===== config.mk =====
export PLATFORM = sky130hd
export DESIGN_NAME = ddc_edid_slave_flat
export DESIGN_NICKNAME = d
export VERILOG_FILES = /design/src/rtl/ddc_edid_slave_if.sv /design/src/rtl/ddc_edid_slave.sv /design/src/flat_wrapper.sv
export SDC_FILE = /design/constraint.sdc
export NUM_CORES = 1
export LEC_CHECK = 0
export CORE_UTILIZATION = 55
export CTS_BUF_LIST = sky130_fd_sc_hd__clkbuf_4
export DETAILED_ROUTE_END_ITERATION = 12
export PLACE_DENSITY_LB_ADDON = 0.25
export SETUP_SLACK_MARGIN = 0.02
export SLEW_MARGIN = 20
export SYNTH_ARGS = -nofsm -noshare
export SYNTH_HDL_FRONTEND = slang
export SYNTH_SLANG_ARGS = --single-unit

===== constraint.sdc =====
create_clock -name clk50 -period 5.4 [get_ports clk50]
set_input_delay 0.81 -clock clk50 [delete_from_list [all_inputs] [get_ports clk50]]
set_output_delay 0.81 -clock clk50 [all_outputs]
set_load 0.05 [all_outputs]

===== src/rtl/ddc_edid_slave_if.sv =====
// Byte-memory port between the DDC slave engine and the EDID image store.
// The engine owns the address/write side; the memory returns registered read data.
interface ddc_edid_slave_if;
  logic [7:0] mem_addr;
  logic [7:0] mem_rdata;
  logic [7:0] mem_wdata;
  logic       mem_we;

  modport master (output mem_addr, output mem_wdata, output mem_we, input mem_rdata);
  modport slave  (input mem_addr, input mem_wdata, input mem_we, output mem_rdata);
endinterface


===== src/rtl/ddc_edid_slave.sv =====
// I2C slave for the HDMI DDC bus answering as the EDID EEPROM (0xA0/0xA1).
// Filters the pad inputs, tracks a byte offset and serves sequential reads and writes.
module ddc_edid_slave #(
  parameter logic [6:0] I2C_ADDR   = 7'h50,
  parameter int         FILTER_LEN = 3
) (
  input  logic                    clk50,
  input  logic                    rst_n,
  input  logic                    scl_in,
  input  logic                    sda_in,
  output logic                    sda_oe,
  output logic                    busy,
  ddc_edid_slave_if.master        mem_bus
);

  localparam int CW = $clog2(FILTER_LEN + 1);

  typedef enum logic [3:0] {
    IDLE, ADDR, ADDR_ACK, OFFSET, OFFSET_ACK,
    WRITE, WRITE_ACK, READ, READ_ACK, WAIT_STOP
  } state_t;

  // Index 0 = SCL, index 1 = SDA throughout the conditioning pipeline.
  logic [1:0]    sync1_q, sync2_q, filt_q, filt_d, prev_q;
  logic [CW-1:0] cnt_q [2];
  logic [CW-1:0] cnt_d [2];

  state_t     state_q, state_d;
  logic [3:0] bit_cnt_q, bit_cnt_d;
  logic [7:0] shift_q, shift_d;
  logic [7:0] tx_q, tx_d;
  logic [7:0] offset_q, offset_d;
  logic       rw_q, rw_d;
  logic       sda_oe_q, sda_oe_d;
  logic       busy_q, busy_d;
  logic       mem_we_q, mem_we_d;
  logic [7:0] mem_wdata_q, mem_wdata_d;
  logic [1:0] pref_q, pref_d;

  logic scl_f, sda_f, scl_rise, scl_fall, start_det, stop_det, byte_done;

  // NOTE: every signal written in always_comb gets a default first, so no path can infer a latch.
  always_comb begin
    filt_d = filt_q;
    for (int i = 0; i < 2; i++) begin
      cnt_d[i] = '0;
      if (sync2_q[i] != filt_q[i]) begin
        if (cnt_q[i] == CW'(FILTER_LEN - 1)) filt_d[i] = sync2_q[i];
        else                                 cnt_d[i] = cnt_q[i] + CW'(1);
      end
    end
  end

  assign scl_f     = filt_q[0];
  assign sda_f     = filt_q[1];
  assign scl_rise  = scl_f & ~prev_q[0];
  assign scl_fall  = ~scl_f & prev_q[0];
  assign start_det = scl_f & prev_q[0] & prev_q[1] & ~sda_f;
  assign stop_det  = scl_f & prev_q[0] & ~prev_q[1] & sda_f;
  assign byte_done = (bit_cnt_q == 4'd8);

  always_comb begin
    state_d     = state_q;
    bit_cnt_d   = bit_cnt_q;
    shift_d     = shift_q;
    tx_d        = tx_q;
    offset_d    = offset_q;
    rw_d        = rw_q;
    sda_oe_d    = sda_oe_q;
    busy_d      = busy_q;
    mem_we_d    = 1'b0;
    mem_wdata_d = mem_wdata_q;
    pref_d      = {1'b0, pref_q[1]};

    // Prefetch lands once the memory has had a cycle to present the new offset.
    if (pref_q[0]) tx_d = mem_bus.mem_rdata;
    // The write strobe is issued against the old offset; advance right after it.
    if (mem_we_q) offset_d = offset_q + 8'd1;

    if (stop_det) begin
      state_d  = IDLE;
      busy_d   = 1'b0;
      sda_oe_d = 1'b0;
    end else if (start_det) begin
      state_d   = ADDR;
      bit_cnt_d = '0;
      sda_oe_d  = 1'b0;
    end else begin
      if ((state_q == ADDR || state_q == OFFSET || state_q == WRITE) && scl_rise) begin
        shift_d   = {shift_q[6:0], sda_f};
        bit_cnt_d = bit_cnt_q + 4'd1;
      end
      case (state_q)
        ADDR: if (scl_fall && byte_done) begin
          bit_cnt_d = '0;
          if (shift_q[7:1] == I2C_ADDR) begin
            state_d  = ADDR_ACK;
            sda_oe_d = 1'b1;
            busy_d   = 1'b1;
            rw_d     = shift_q[0];
            pref_d   = 2'b01;
          end else begin
            state_d = WAIT_STOP;
          end
        end
        ADDR_ACK: if (scl_fall) begin
          bit_cnt_d = '0;
          if (rw_q) begin
            state_d  = READ;
            sda_oe_d = ~tx_q[7];
            tx_d     = {tx_q[6:0], 1'b0};
          end else begin
            state_d  = OFFSET;
            sda_oe_d = 1'b0;
          end
        end
        OFFSET: if (scl_fall && byte_done) begin
          bit_cnt_d = '0;
          offset_d  = shift_q;
          state_d   = OFFSET_ACK;
          sda_oe_d  = 1'b1;
        end
        OFFSET_ACK, WRITE_ACK: if (scl_fall) begin
          bit_cnt_d = '0;
          state_d   = WRITE;
          sda_oe_d  = 1'b0;
        end
        WRITE: if (scl_fall && byte_done) begin
          bit_cnt_d   = '0;
          mem_we_d    = 1'b1;
          mem_wdata_d = shift_q;
          state_d     = WRITE_ACK;
          sda_oe_d    = 1'b1;
        end
        READ: begin
          if (scl_rise) bit_cnt_d = bit_cnt_q + 4'd1;
          else if (scl_fall) begin
            if (byte_done) begin
              bit_cnt_d = '0;
              state_d   = READ_ACK;
              sda_oe_d  = 1'b0;
            end else begin
              sda_oe_d = ~tx_q[7];
              tx_d     = {tx_q[6:0], 1'b0};
            end
          end
        end
        READ_ACK: begin
          // bit_cnt marks that the master's ACK clock has been sampled.
          if (scl_rise) begin
            bit_cnt_d = 4'd1;
            offset_d  = offset_q + 8'd1;
            if (sda_f) state_d = WAIT_STOP;
            else       pref_d  = 2'b10;
          end else if (scl_fall && bit_cnt_q == 4'd1) begin
            bit_cnt_d = '0;
            state_d   = READ;
            sda_oe_d  = ~tx_q[7];
            tx_d      = {tx_q[6:0], 1'b0};
          end
        end
        default: ;
      endcase
    end
  end

  // NOTE: sequential state uses non-blocking assignments only, so every flop samples pre-edge values.
  always_ff @(posedge clk50 or negedge rst_n) begin
    if (!rst_n) begin
      sync1_q     <= 2'b11;
      sync2_q     <= 2'b11;
      filt_q      <= 2'b11;
      prev_q      <= 2'b11;
      cnt_q[0]    <= '0;
      cnt_q[1]    <= '0;
      state_q     <= IDLE;
      bit_cnt_q   <= '0;
      shift_q     <= '0;
      tx_q        <= '0;
      offset_q    <= '0;
      rw_q        <= 1'b0;
      sda_oe_q    <= 1'b0;
      busy_q      <= 1'b0;
      mem_we_q    <= 1'b0;
      mem_wdata_q <= '0;
      pref_q      <= '0;
    end else begin
      sync1_q     <= {sda_in, scl_in};
      sync2_q     <= sync1_q;
      filt_q      <= filt_d;
      prev_q      <= filt_q;
      cnt_q[0]    <= cnt_d[0];
      cnt_q[1]    <= cnt_d[1];
      state_q     <= state_d;
      bit_cnt_q   <= bit_cnt_d;
      shift_q     <= shift_d;
      tx_q        <= tx_d;
      offset_q    <= offset_d;
      rw_q        <= rw_d;
      sda_oe_q    <= sda_oe_d;
      busy_q      <= busy_d;
      mem_we_q    <= mem_we_d;
      mem_wdata_q <= mem_wdata_d;
      pref_q      <= pref_d;
    end
  end

  assign sda_oe            = sda_oe_q;
  assign busy              = busy_q;
  assign mem_bus.mem_addr  = offset_q;
  assign mem_bus.mem_we    = mem_we_q;
  assign mem_bus.mem_wdata = mem_wdata_q;

endmodule


===== src/flat_wrapper.sv =====
// flat-port wrapper written by rule: the top's interface ports become plain ports
module ddc_edid_slave_flat 
#(
  parameter logic [6:0] I2C_ADDR   = 7'h50,
  parameter int         FILTER_LEN = 3
)
  (clk50, rst_n, scl_in, sda_in, sda_oe, busy, mem_bus_mem_addr, mem_bus_mem_wdata, mem_bus_mem_we, mem_bus_mem_rdata);
  ddc_edid_slave_if mem_bus_i ();
  input  logic clk50;
  input  logic rst_n;
  input  logic scl_in;
  input  logic sda_in;
  output logic sda_oe;
  output logic busy;
  output wire logic [$bits(mem_bus_i.mem_addr)-1:0] mem_bus_mem_addr;
  output wire logic [$bits(mem_bus_i.mem_wdata)-1:0] mem_bus_mem_wdata;
  output wire logic [$bits(mem_bus_i.mem_we)-1:0] mem_bus_mem_we;
  input wire logic [$bits(mem_bus_i.mem_rdata)-1:0] mem_bus_mem_rdata;
  assign mem_bus_mem_addr = mem_bus_i.mem_addr;
  assign mem_bus_mem_wdata = mem_bus_i.mem_wdata;
  assign mem_bus_mem_we = mem_bus_i.mem_we;
  assign mem_bus_i.mem_rdata = mem_bus_mem_rdata;
  ddc_edid_slave #(.I2C_ADDR(I2C_ADDR), .FILTER_LEN(FILTER_LEN)) u_core (.clk50(clk50), .rst_n(rst_n), .scl_in(scl_in), .sda_in(sda_in), .sda_oe(sda_oe), .busy(busy), .mem_bus(mem_bus_i));
endmodule

==> flow_summary.toml <==
[status]
status = "completed"

[power]
p_per_area_nw_per_um2 = 479
power_mw = 1.65
p_leak_nw = 1.51
ir_worst_vdd_mv = 0.251

[global_route]
gr-usage-met1 = 0.328
grtUsageTotal = 0.233
met2_usage = 0.339
grt_pass1_wl_mm = 10.6
top_usage_layer = "met2"
overflow = 0
grt_pass1_vias = 2189
antenna_found_initial = 0
grtUsageMet3 = 0.0627
grt_max_degree = 59

[cells_and_area]
nNetsFinal = 323
final_cell_mix = "50 x dfrtp_1, 30 x nand2_1, 29 x clkdlybuf4s50_1"
multi_input_area_um2 = 1430
finalNonFillerCells = 382
postLayoutCoreUtil = 0.668
fill_cells = 395
drive_gt1_frac = 0.196
syn2layout_area_growth_pct = 14.9
diodes = 0
register_area_um2 = 1460
design_area_um2 = 3460
layout_commonest_cell = "dfrtp_1"

[cts]
clock_latency_ns = 0.40
clock-sinks = 58
cts_resized = 0
cts_tree = "yes"
cts_made_buffers = 9
holdBufCountCts = 0
root_buffer = "clkbuf_4"
cts_max_level = 3
cts.reportedPaths.clkPinSlew_ns = 0.09
postCtsSetupBuffers = 0
cts.path.max_buffers = 2

[timing]
worst_pin_slew_ns = 0.929
period_minus_slack_ns = 2.58
whs_ns = 0.360
report.final.slew_viol_count = 0
setup_viol = 0
tns_ns = 0
timing.slew.headroom = 0.380
fmax_mhz = 388
fin_ws_ns = 2.82
fin_crit_sh = 0.477
rsz0062_at_grt = "no"
hold_violations = 0
clock-skew-final_ns = 0.0133

[critical_path]
crit_type = "register to register"
slowest_stage = "dfrtp_1"
timing.rr.start = "u_core.state_q[3]$_DFFE_PN0P_"
r2r_end = "u_core.tx_q[7]$_DFF_PN0_"
worst_r2r_path_depth = 4
worstPathRequired_ns = 5.63
r2r_slack_ns = 2.82
critPathTopFamily = "compound AO/OA/AOI/OAI gates"
path_max_fanout = 22
crit_arrival_ns = 2.80
slowest_delay_ns = 0.77
end_kind = "register"
worstSetupStartpointType = "register"
worst-path-buf-inv = 0
crit_chain = "nor4b_2, nand3_1, a21oi_1, o21ai_0"

[floorplan]
rows = 26
die-height_um = 76.0
ios = 31
start_util = 0.582
core-area_um2 = 5170
die_w_um = 76.0
die_area_um2 = 5770

[yosys]
synth-seq-cells = 58
synth-seq-area-share = 0.486
synth_cells = 278
synth_edf_count = 0
synthesis.area_um2 = 3010
synthFlopType = "dfrtp_1"
yosysWarnings = 0
synthDistinctLibCells = 65
async_flop_share = 1.00
synth_fp_nets = 294
syn_area_per_cell_um2 = 10.8

[place]
post-place-ws_ns = 2.88
io_buffer_count = 30
post-dp-hpwl_mm = 4.10
placed_area_um2 = 3320
routabilityCongestion = 0.911
placed_cells = 366

[route]
first_iter_violations = 139
dr.pass1.iters = 6
detail-route-antenna-nets = 0
drc = 0
drt-vias-per-instance = 5.85
wire_per_inst_um = 15.9
num_vias = 2235
wl_mm = 6.08

[worst_hold_path]
holdPathEnd = "u_core.sync2_q[0]$_DFF_PN1_"
min_path_type = "register to register"
holdPathStages = 0
hold_start = "u_core.sync1_q[0]$_DFF_PN1_"

[flow_run]
drv_cap = 0
## flip-flops by register name (all words and copies together), names as in the netlist
register	cells
u_core.bit_cnt_q	4
u_core.shift_q	8
u_core.state_q	4
u_core.mem_bus.mem_wdata	8
u_core.cnt_q	4
u_core.busy	1
u_core.tx_q	8
u_core.sync2_q	2
u_core.pref_q	2
u_core.sda_oe	1
u_core.prev_q	2
u_core.sync1_q	2
u_core.mem_bus.mem_we	1
u_core.mem_bus.mem_addr	8
u_core.filt_q	2
u_core.rw_q	1
## cell type report
class / count / area share
sequential: 58 / 0.423
multi-input combinational: 195 / 0.413
timing repair buffer: 31 / 0.0876
tap: 70 / 0.0253
clock buffer: 10 / 0.0217
clock inverter: 6 / 0.0167
inverter: 12 / 0.0130
## kinds of logic after synthesis
logic type      share of synthesized area
simple gates                        0.175
compound gates                      0.146
flops                               0.486
mux                                 0.111
buf+inv                            0.0399
xor+xnor                           0.0262
fa+ha+maj                          0.0166
## synth_stat cells (all sizes together) (3+ instances only)
cell type	n	area, um2
mux2	19	244
nor3	6	35.0
buf	10	63.8
nor2b	5	33.8
inv	12	45.1
clkbuf	3	11.3
mux2i	9	90.1
dfstp	8	210
nor4b	3	38.8
nand2b	5	38.8
xnor2	3	26.3
dfrtp	50	1250
nor2	11	43.8
xor2	6	52.6
a31oi	3	18.8
ha	4	50.1
o211ai	3	22.5
or3	4	25.0
and4	3	28.8
nand2	30	113
a21o	4	30.0
nand3	7	45.0
nor3b	3	22.5
a31o	3	26.3
o21ai	24	135
a21oi	12	60.1
## how the worst max path moves through the flow
stage                                         start                                 endpoint  slack, ns  depth (start not counted)
floorplan           u_core.bit_cnt_q[0]$_DFFE_PN0N_  u_core.mem_bus.mem_wdata[0]$_DFFE_PN0P_       3.37                          7
global placement      u_core.state_q[3]$_DFFE_PN0P_                 u_core.tx_q[4]$_DFF_PN0_       2.83                          4
detailed placement    u_core.state_q[3]$_DFFE_PN0P_                 u_core.tx_q[3]$_DFF_PN0_       2.88                          4
CTS                   u_core.state_q[3]$_DFFE_PN0P_                 u_core.tx_q[3]$_DFF_PN0_       2.85                          4
global route          u_core.state_q[3]$_DFFE_PN0P_                 u_core.tx_q[7]$_DFF_PN0_       2.55                          4
finish                u_core.state_q[3]$_DFFE_PN0P_                 u_core.tx_q[7]$_DFF_PN0_       2.82                          4
## where the power goes
part           total, mW  internal (mW)  switching (mW)
logic              0.622          0.272           0.350
clock network      0.304          0.143           0.161
registers          0.729          0.561           0.168
## routing by layer
| layer | vias to the layer above | share of wire |
|---|---|---|
| li1 | 1063 | - |
| met3 | 20 | 0.059 |
| met4 | 0 | 0.019 |
| met1 | 1058 | 0.47 |
| met2 | 94 | 0.46 |
| met5 | - | 0 |
Power figures use the tool's default switching activity.
